===== config.mk =====
export PLATFORM = sky130hd
export DESIGN_NAME = sync_edge_detect
export DESIGN_NICKNAME = d
export VERILOG_FILES = /design/src/rtl/sync_edge_detect.sv
export SDC_FILE = /design/constraint.sdc
export NUM_CORES = 1
export LEC_CHECK = 0
export ABC_AREA = 1
export ABC_CLOCK_PERIOD_IN_PS = 830
export CORE_AREA = 2 2 39 41
export DETAILED_ROUTE_END_ITERATION = 7
export DIE_AREA = 0 0 41 43
export PLACE_DENSITY_LB_ADDON = 0.2
export SETUP_SLACK_MARGIN = 0.3
export SYNTH_ARGS = -nofsm -noshare
export SYNTH_HDL_FRONTEND = slang
export SYNTH_SLANG_ARGS = --single-unit

===== constraint.sdc =====
create_clock -name i_clk -period 0.83 [get_ports i_clk]
set_clock_uncertainty 0.05 [all_clocks]
set_input_delay 0.249 -clock i_clk [delete_from_list [all_inputs] [get_ports i_clk]]
set_output_delay 0.249 -clock i_clk [all_outputs]
set_load 0.01 [all_outputs]

===== src/rtl/sync_edge_detect.sv =====
// ----------------------------------------------------------------------------
// sync_edge_detect
//
// Brings WIDTH independent asynchronous level inputs into the i_clk domain
// through a STAGES-deep flop chain per channel. An optional per-channel glitch
// filter can follow the chain. The module also emits registered one-cycle
// rise/fall pulses that line up with the cycle where o_q first shows its new
// value.
//
// Build option:
//   SYNC_EDGE_FILTER_EN  - when defined, o_q only follows the synchroniser
//                          output after FILTER_LEN consecutive cycles of
//                          disagreement. When undefined, o_q is the last sync
//                          stage and FILTER_LEN is unused.
//
// Parameters:
//   WIDTH      - number of channels (1..32)
//   STAGES     - synchroniser flops per channel (2..4)
//   FILTER_LEN - stable cycles required by the filter (1..255)
//   RST_VAL    - per-channel reset level
//
// Ports:
//   i_clk      - sole clock, rising edge
//   i_rst      - asynchronous, active-high reset
//   i_d        - asynchronous level inputs, one bit per channel
//   o_q        - synchronised (optionally filtered) level
//   o_rise     - one-cycle pulse per channel on an o_q 0->1 transition
//   o_fall     - one-cycle pulse per channel on an o_q 1->0 transition
//   o_any_edge - OR of every o_rise and o_fall bit
// ----------------------------------------------------------------------------
module sync_edge_detect #(
   parameter int               WIDTH      = 1,
   parameter int               STAGES     = 2,
   parameter int               FILTER_LEN = 4,
   parameter logic [WIDTH-1:0] RST_VAL    = '0
) (
   input  logic             i_clk,
   input  logic             i_rst,
   input  logic [WIDTH-1:0] i_d,
   output logic [WIDTH-1:0] o_q,
   output logic [WIDTH-1:0] o_rise,
   output logic [WIDTH-1:0] o_fall,
   output logic             o_any_edge
);

   // Reject out-of-range configurations at elaboration time.
   if (WIDTH < 1 || WIDTH > 32 || STAGES < 2 || STAGES > 4 ||
       FILTER_LEN < 1 || FILTER_LEN > 255) begin : g_bad_param
      $error("sync_edge_detect: parameter out of legal range");
   end

   logic [WIDTH-1:0] sync_r [STAGES];
   logic [WIDTH-1:0] sync_out;
   logic [WIDTH-1:0] q_cur;   // value currently shown on o_q
   logic [WIDTH-1:0] q_next;  // value o_q will take after the next edge
   logic [WIDTH-1:0] rise_r;
   logic [WIDTH-1:0] fall_r;

   // Plain flop chain with no logic between the stages, so each stage gets a
   // full cycle to resolve metastability.
   // NOTE: the chain is a small array of flops, not a RAM. Every entry is
   // reset so that no stage can leave reset holding a stale level.
   always_ff @(posedge i_clk or posedge i_rst) begin
      if (i_rst) begin
         for (int s = 0; s < STAGES; s++) begin
            sync_r[s] <= RST_VAL;
         end
      end else begin
         // NOTE: non-blocking assignment makes each stage take its
         // predecessor's old value. Blocking would collapse the chain into
         // one flop.
         sync_r[0] <= i_d;
         for (int s = 1; s < STAGES; s++) begin
            sync_r[s] <= sync_r[s-1];
         end
      end
   end

   assign sync_out = sync_r[STAGES-1];

`ifdef SYNC_EDGE_FILTER_EN
   localparam int            CW       = $clog2(FILTER_LEN + 1);
   localparam logic [CW-1:0] CNT_LAST = CW'(FILTER_LEN - 1);

   logic [WIDTH-1:0] q_r;
   logic [CW-1:0]    cnt_r    [WIDTH];
   logic [CW-1:0]    cnt_next [WIDTH];

   // Count consecutive cycles in which the sync output disagrees with o_q.
   // The edge that would bring the count to FILTER_LEN instead loads o_q and
   // clears the count, so the counter never exceeds FILTER_LEN-1 and cannot
   // wrap. Any bounce back to the o_q value restarts the count from zero.
   always_comb begin
      // NOTE: give every output of this block a default first, so that no
      // path through the loop leaves a value unassigned and infers a latch.
      q_next = q_r;
      for (int i = 0; i < WIDTH; i++) begin
         cnt_next[i] = cnt_r[i];
         if (sync_out[i] == q_r[i]) begin
            cnt_next[i] = '0;
         end else if (cnt_r[i] == CNT_LAST) begin
            q_next[i]   = sync_out[i];
            cnt_next[i] = '0;
         end else begin
            cnt_next[i] = cnt_r[i] + CW'(1);
         end
      end
   end

   always_ff @(posedge i_clk or posedge i_rst) begin
      if (i_rst) begin
         q_r <= RST_VAL;
         for (int i = 0; i < WIDTH; i++) begin
            cnt_r[i] <= '0;
         end
      end else begin
         q_r <= q_next;
         for (int i = 0; i < WIDTH; i++) begin
            cnt_r[i] <= cnt_next[i];
         end
      end
   end

   assign q_cur = q_r;
`else
   // Without the filter, o_q is the last stage. The value it takes next is
   // already sitting in the stage before it.
   assign q_next = sync_r[STAGES-2];
   assign q_cur  = sync_out;
`endif

   // Edge pulses come from the upcoming o_q value. They are registered on the
   // same edge that updates o_q, so each pulse appears in the first cycle o_q
   // shows its new value. Rise and fall are mutually exclusive per channel by
   // construction.
   always_ff @(posedge i_clk or posedge i_rst) begin
      if (i_rst) begin
         rise_r <= '0;
         fall_r <= '0;
      end else begin
         rise_r <=  q_next & ~q_cur;
         fall_r <= ~q_next &  q_cur;
      end
   end

   assign o_q        = q_cur;
   assign o_rise     = rise_r;
   assign o_fall     = fall_r;
   assign o_any_edge = |(rise_r | fall_r);

endmodule

* After elaboration in Yosys (flattened, before gate mapping)
Cells that the tools add are included.
** Storage, ports and cells
- Bits of input ports :: 3
- Output and inout bits :: 4
- Word-level logic and storage cells :: 9
- Register bits after elaboration :: 4
** Cells by class
- Bitwise gates (word level) :: 5
** Operators with widths (number)
- AND 1 bit :: 2
- NOT 1 bit :: 2
- OR 1 bit :: 1

* Depth between registers and ports, before layout
Gate-level depths: netlist of the first run.
- Word-level depth :: 2
- Gate-level depth with buffers :: 2
- Mapped depth without buffers :: 2

* Worst setup path before layout of the first run
OpenSTA, ideal clock, no wires.
- Kind :: register -> output
- From :: reg rise_r (netlist: o_rise)
- To :: out o_any_edge
- Arrival time :: 528 ps
- Cell stages (with the launch flop) :: 3
- Buffers on the path :: 0
- Data required time :: 531 ps
- Slack :: 3 ps
- Cells stage by stage :: dfrtp_1 -> inv_1 -> nand2_1
** Between the ends
- Word-level cells in the longest chain between the ends :: 1
** Ends and longest elaborated chain
- from (decl) :: line 56 : logic [WIDTH-1:0] rise_r;
- from (signal assigned) :: line 141 : rise_r <= q_next & ~q_cur;
- OR 1 bit :: line 149 : assign o_any_edge = |(rise_r | fall_r);
- to (decl) :: line 43 : output logic o_any_edge
Every way passes these cells.

* Final worst setup path of the first run
- From :: reg fall_r (netlist: o_fall)
- To :: out o_any_edge
** Between the ends
- Word-level cells in the longest chain between the ends :: 1
** Ends and longest elaborated chain
- from (decl) :: line 57 : logic [WIDTH-1:0] fall_r;
- from (signal assigned) :: line 142 : fall_r <= ~q_next & q_cur;
- OR 1 bit :: line 149
Every way passes these cells.

==> results of run 1 <==
-- power by group through the flow --
stage	sequential [mW]	combinational (mW)	clock, mW
4_1_cts	0.211	0.0497	0.250
2_1_floorplan	0.218	0.0135	0
5_1_grt	0.213	0.0586	0.274
3_5_place_dp	0.214	0.0548	0
3_3_place_gp	0.214	0.0540	0
6_report	0.212	0.0531	0.236
-- repair_timing --
item | in CTS | in global routing
endpoints found under the hold margin | 0 | 0
pin swaps | 1 | 0
gates resized for setup | 20 | 4
buffers inserted | 0 | 0
setup endpoints to repair | 8 | 7
-- worst paths after layout --
check	slack, ps	depth (start not counted)	end	start
min in group i_clk	190	1	q_next	i_d
worst min-delay path	160	2	o_rise	i_rst
worst max register to register	100	3	o_fall	o_q
worst max-delay path	-280	3	o_any_edge	o_fall
max in group asynchronous	420	2	q_next	i_rst
worst min register to register	350	0	o_q	q_next
-- placed cells by master (no fill, tap or decap) --
cell             n
buf_6            2
nand2_2          1
clkbuf_4         3
inv_2            3
buf_2            3
nor2_1           1
clkdlybuf4s50_1  1
dfrtp_1          4
inv_1            2
nor2_4           1
dlygate4sd2_1    1
-- final cells by class --
type / count / area [um^2]
Clock buffer: 3 / 22.5
Fill cell: 152 / 1140
Inverter: 5 / 18.8
Multi-Input combinational cell: 3 / 21.3
Sequential cell: 4 / 100
Tap cell: 16 / 20.0
Timing Repair Buffer: 7 / 56.3
-- synth_stat cells (all sizes together) --
master,n
dfrtp,4
nand2,1
inv,5
nor2,2
-- cells by family (layout without fill, tap and decap cells) --
family,after synthesis,count (layout)
buf+inv,5,15
flops,4,4
simple gates,3,3
-- layer usage --
layer	wire length [um]	share of wire [%]	GRT usage (%)
met2	77	33	3.75
met5	0	0	0
met3	44	19	6.28
met4	0	0	2.00
met1	111	48	3.93
-- critical path: cells and delay by family, from the launching register on --
kind	cells	cell delay (ps)
buffers and inverters	2	160
DFF	1	370
and+or+nand+nor	1	50
-- flip-flops by register name, indices dropped and copies added, names as in the netlist --
register  flops
o_q           1
q_next        1
o_fall        1
o_rise        1
-- metrics by stage --
stage / cells / utilization (%)
after global placement: 35 / 15.9
after global routing: 38 / 17.3
after detailed placement: 35 / 15.9
final: 38 / 17.3
after CTS: 38 / 16.7
after floorplan: 12 / -
==> summary.txt, run 1 <==
Run status
  – Status: complete, but fails checks
  – Failing checks: setup timing

Clock tree
  – Number of buffers inserted during clock tree synthesis: 3
  – H-tree level count: 1
  – Total clock sinks: 4
  – Hold buffers post-CTS: 0
  – Clock transition time at the flip-flop clock pins of the worst setup and hold paths: roughly 40 ps
  – Clock root buffer: clkbuf_4
  – Deepest clock path buffer count: 2
  – Clock latency of the later-clocked register in the worst-skew pair: around 230 ps
  – Clock tree from TritonCTS: built

STA
  – Measured slew at the worst slew-check pin: between 100 and 150 ps
  – Final setup violation count: 4
  – FMAX: between 0.9 and 1 GHz
  – Minimum period implied by the final worst setup slack: 1110 ps
  – Total count of hold-check failures in the final report: 0
  – RSZ-0062 raised after global routing: true
  – Final-report max-slew violation count: 0
  – Summed negative setup slack over all endpoints: -932 ps
  – Post-route clock period utilization: 134%
  – Min Hold Slack: roughly 160 ps
  – Relative slew margins: between 90% and 100%
  – Worst path setup slack after routing: -280 ps

Critical path
  – Worst path max stage delay: 370 ps
  – Capturing element type of the critical path: primary output
  – Arrival @ worst endpoint: just over 800 ps
  – CP Launch Type: flip-flop
  – CP max stage cell: dfrtp_1
  – Maximum fanout encountered on the critical timing path: 2
  – Cell breakdown of the critical path: inv_2 > nand2_2 > buf_6
  – Critical Path RT: ~530 ps
  – CP Class: reg -> out

GRT
  – Maximum number of pins on one net before global-route repair: 5
  – Remaining Overflow, GRT: 0
  – First-pass GRT wire length: ~400 um
  – Antenna violations before repair: 0
  – Vias in the first global route: 107
  – Global-route usage over all layers: just under 4%

Floorplanning
  – Starting density of the core: under 10%
  – Core box area: around 1400 um^2
  – Horizontal extent of the die: between 40 and 50 um
  – Area of the die: 1760 um^2
  – Row Count: 14
  – Die span in y: 43 um
  – Number of placed I/O pins: 7

Finish
  – Post-route cell area: roughly 240 um^2
  – Synthesis-to-layout area growth: 83.7%
  – Count of inserted antenna diode cells: 0
  – Layout cells sized above 1: 59.1%
  – Number of nets in the final layout: 27

Yosys
  – Yosys cell types: 4
  – Portion of synthesized cell area occupied by the leading cell type: roughly three quarters
  – Number of synthesis warnings: 0
  – Average size of a mapped cell: between 10 and 15 um^2
  – Post-synthesis register bit count: 4
  – Xor/xnor cell area share of the yosys netlist: 0%
  – Adder-cell share of the synthesized area: 0%
  – Synth Net Count: 15
  – Cells taking the most area after synthesis: dfrtp_1 (77%), inv_1 (14%), nor2_1 (5.8%)
  – Dominant combinational cell family by area after synthesis: buffers and inverters
  – Proportion of synthesized chip area in sequential cells: ~77%
  – Number of instances in the synthesized netlist: 12
  – Area share of and/or/nand/nor cells after synthesis: about 8.7%
  – Top cell type by total area after synthesis: dfrtp_1
  – Mux share of post-synthesis cell area: 0%
  – Synth Cell Area: 130 um^2
  – Compound-cell area share of the yosys netlist: 0%

Pwr
  – Share of total power in the clock network: around 47%
  – Power Total: 502 uW
  – Logic pwr share: roughly a tenth
  – Leakage Power: roughly 0.13 nW
  – Worst vdd rail ir drop: between 0.0005 and 0.0006 V
  – Internal power component: about 400 uW
  – PwrDens: around 2100 nW/um^2
  – Switching Share: 21.1%
  – Proportion of power drawn by flip-flops and latches: 42.3%
  – Switching power: 106 uW

Routing
  – Routed wirelength normalized by instance count: about 6 um
  – Residual DRC: 0
  – Number of search-and-repair iterations in the first detailed-routing pass: 2
  – Post-detailed-route via-to-cell ratio: 2.74
  – Vias after detailed routing: ~100
  – Total Wirelength: about 230 um
  – Iteration-0 DRC Markers: 2
  – Detail Route Antenna Nets: 0

Placement
  – Placer congestion estimate: roughly 0.56
  – Pre-CTS setup slack: -413 ps
  – Number of buffers added on ports: 6
  – Area after DPL: around 220 um^2
  – DP HPWL: 159 um

Flow run
  – Total of max-cap violations: 0

Worst hold path
  – Worst hold-check path type: in -> async
Power figures use the tool's default switching activity.
==> run 2: changes to the inputs <==
- CORE_AREA: 2 2 39 41 -> 5 5 42 44
- CTS_BUF_LIST: unset -> sky130_fd_sc_hd__clkbuf_16
- DIE_AREA: 0 0 41 43 -> 0 0 47 49
==> run 2 against run 1 <==
The flow still finishes with violations (setup timing). Largest cell class unchanged. Non-clock buffer count is 1 higher. Critical path depth did not move. Largest power group unchanged. Fmax rose by 0.68%. Wire length up 18%. Worst hold slack lost 5.1 ps.
==> summary.txt, run 2 (synthesis gave the netlist of run 1 again) <==
STA
  – Relative slew margins: 90.1% (about the same)
  – Minimum period implied by the final worst setup slack: 1100 ps (was 1110 ps)
  – Post-route clock period utilization: 133% (was 134%)
  – Final-report max-slew violation count: 0 (unchanged)
  – Worst path setup slack after routing: -272 ps (was -280 ps)
  – RSZ-0062 raised after global routing: true (unchanged)
  – Min Hold Slack: 159 ps (was 164 ps)
  – Measured slew at the worst slew-check pin: 148 ps (about the same)
  – Total count of hold-check failures in the final report: 0 (unchanged)
  – FMAX: 0.907 GHz (was 0.901 GHz)
  – Final setup violation count: 5 (was 4)

GRT
  – Global-route usage over all layers: 3.54% (was 3.94%)
  – Antenna violations before repair: 0 (unchanged)
  – Remaining Overflow, GRT: 0 (unchanged)
  – Busiest layer in global routing: met3 (unchanged)
  – Met2 Track Usage GR: 2.94% (was 3.75%)
  – First-pass GRT wire length: 455 um (was 393 um)
  – Maximum number of pins on one net before global-route repair: 5 (unchanged)
  – Met3 track demand over resource: 7.75% (was 6.28%)
  – Met1 track utilization from global routing: 2.90% (was 3.93%)
  – Vias in the first global route: 105 (was 107)

Clock tree
  – Clock transition time at the flip-flop clock pins of the worst setup and hold paths: 30 ps (was 40 ps)
  – Clock root buffer: clkbuf_16 (was clkbuf_4)
  – H-tree level count: 1 (unchanged)
  – Clock tree from TritonCTS: built (unchanged)
  – Deepest clock path buffer count: 2 (unchanged)
  – Hold buffers post-CTS: 0 (unchanged)
  – Clock latency of the later-clocked register in the worst-skew pair: 220 ps (was 230 ps)
  – Total clock sinks: 4 (unchanged)
  – Number of buffers inserted during clock tree synthesis: 3 (unchanged)

Routing
  – Total Wirelength: 274 um (was 233 um)
  – Number of search-and-repair iterations in the first detailed-routing pass: 1 (was 2)
  – Detail Route Antenna Nets: 0 (unchanged)
  – Post-detailed-route via-to-cell ratio: 2.64 (was 2.74)
  – Vias after detailed routing: 103 (was 104)
  – Residual DRC: 0 (unchanged)
  – Iteration-0 DRC Markers: 0 (was 2)
  – Routed wirelength normalized by instance count: 7.03 um (was 6.13 um)

Floorplanning
  – Die span in y: 49 um (was 43 um)
  – Horizontal extent of the die: 47 um (was 41 um)
  – Starting density of the core: 9.29% (was 9.40%)
  – Core box area: 1400 um^2 (was 1380 um^2)
  – Row Count: 14 (unchanged)
  – Number of placed I/O pins: 7 (unchanged)
  – Area of the die: 2300 um^2 (was 1760 um^2)

Worst hold path
  – Worst hold-check path type: in -> async (unchanged)

Finish
  – Post-route cell area: 309 um^2 (was 239 um^2)
  – Count of inserted antenna diode cells: 0 (unchanged)
  – Layout cells sized above 1: 52.2% (was 59.1%)
  – Fin cells: 39 (was 38)
  – Most used cells in the layout excluding fill and tap cells: inv_1 (4), dfrtp_1 (4), buf_6 (4) (was dfrtp_1 (4), inv_2 (3), clkbuf_4 (3), buf_2 (3))
  – Synthesis-to-layout area growth: 137% (was 83.7%)
  – Number of nets in the final layout: 28 (was 27)

Pwr
  – Leakage Power: 0.159 nW (was 0.127 nW)
  – PwrDens: 3260 nW/um^2 (was 2100 nW/um^2)
  – Switching power: 153 uW (was 106 uW)
  – Internal power component: 856 uW (was 396 uW)
  – Switching Share: 15.1% (was 21.1%)
  – Power Total: 1.01 mW (was 502 uW)
  – Share of total power in the clock network: 72.8% (was 47.1%)
  – Logic pwr share: 6.1% (was 10.6%)
  – Worst vdd rail ir drop: 0.00222 V (was 0.000503 V)
  – Proportion of power drawn by flip-flops and latches: 21.1% (was 42.3%)

Critical path
  – Maximum fanout encountered on the critical timing path: 2 (unchanged)
  – CP Launch Type: flip-flop (unchanged)
  – Critical Path RT: 530 ps (about the same)
  – Arrival @ worst endpoint: 800 ps (was 810 ps)
  – CP Class: reg -> out (unchanged)
  – Capturing element type of the critical path: primary output (unchanged)

Placement
  – Area after DPL: 213 um^2 (was 220 um^2)
  – DP HPWL: 183 um (was 159 um)
  – Number of buffers added on ports: 6 (unchanged)
  – Cell count after placement: 34 (was 35)
  – Placer congestion estimate: 0.555 (about the same)

Run status
  – Failing checks: setup timing (unchanged)
  – Status: complete, but fails checks (unchanged)

Flow run
  – Total of max-cap violations: 0 (unchanged)
run 2: changes by cell type in the layout (fill, tap and decap cells not counted):
cell,delta
buf_2,-1
buf_6,+2
clkbuf_16,+3
clkbuf_4,-3
inv_1,+2
inv_2,-2
run 2: repair_timing:
| action | in CTS | in global routing |
|---|---|---|
| pin swaps | 2 | 0 |
| setup endpoints to repair | 8 | 7 |
| gates resized for setup | 21 | 3 |
| buffers inserted | 1 | 1 |
run 2: cell type report:
cell class | count | area (um^2)
well taps | 16 | 20.0
repair buffers | 8 | 73.8
multi-input cells | 3 | 21.3
fillers | 160 | 1090
inverters | 5 | 18.8
clock buffers | 3 | 75.1
flip-flops and latches | 4 | 100
run 2: power by group through the flow:
stage	clock, mW	combinational [mW]	sequential [mW]
4_1_cts	0.752	0.0514	0.212
5_1_grt	0.779	0.0671	0.214
2_1_floorplan	0	0.0135	0.218
6_report	0.735	0.0613	0.213
3_3_place_gp	0	0.0498	0.214
3_5_place_dp	0	0.0509	0.215
run 2: worst paths after layout:
| check | startpoint | to | slack (ps) | cells after the start |
|---|---|---|---|---|
| worst max register to register | o_q | o_fall | -20 | 4 |
| worst max-delay path | o_fall | o_any_edge | -270 | 3 |
| worst min-delay path | i_rst | o_rise | 160 | 2 |
| worst min register to register | q_next | o_q | 350 | 0 |
| max in group asynchronous | i_rst | o_q | 420 | 2 |
| min in group i_clk | i_d | q_next | 200 | 1 |
run 2: critical path: stages (launching register included):
cell and delay [ps]:
dfrtp_1 360, inv_1 60, nand2_2 50, buf_6 110
run 2: stage by stage:
stage               setup TNS [ps]  utilization (%)  worst slack [ps]
finish                        -880             22.1              -272
floorplan                        0                -              5.63
detailed placement           -1440             15.2              -416
CTS                           -886             20.4              -280
global route                 -1050             22.1              -302
global placement             -1430             15.2              -411
run 2: routing by layer:
layer | routed length (um) | part of all wire [%]
met1 | 104 | 38
met2 | 80 | 29
met3 | 89 | 32
met4 | 0 | 0
met5 | 0 | 0
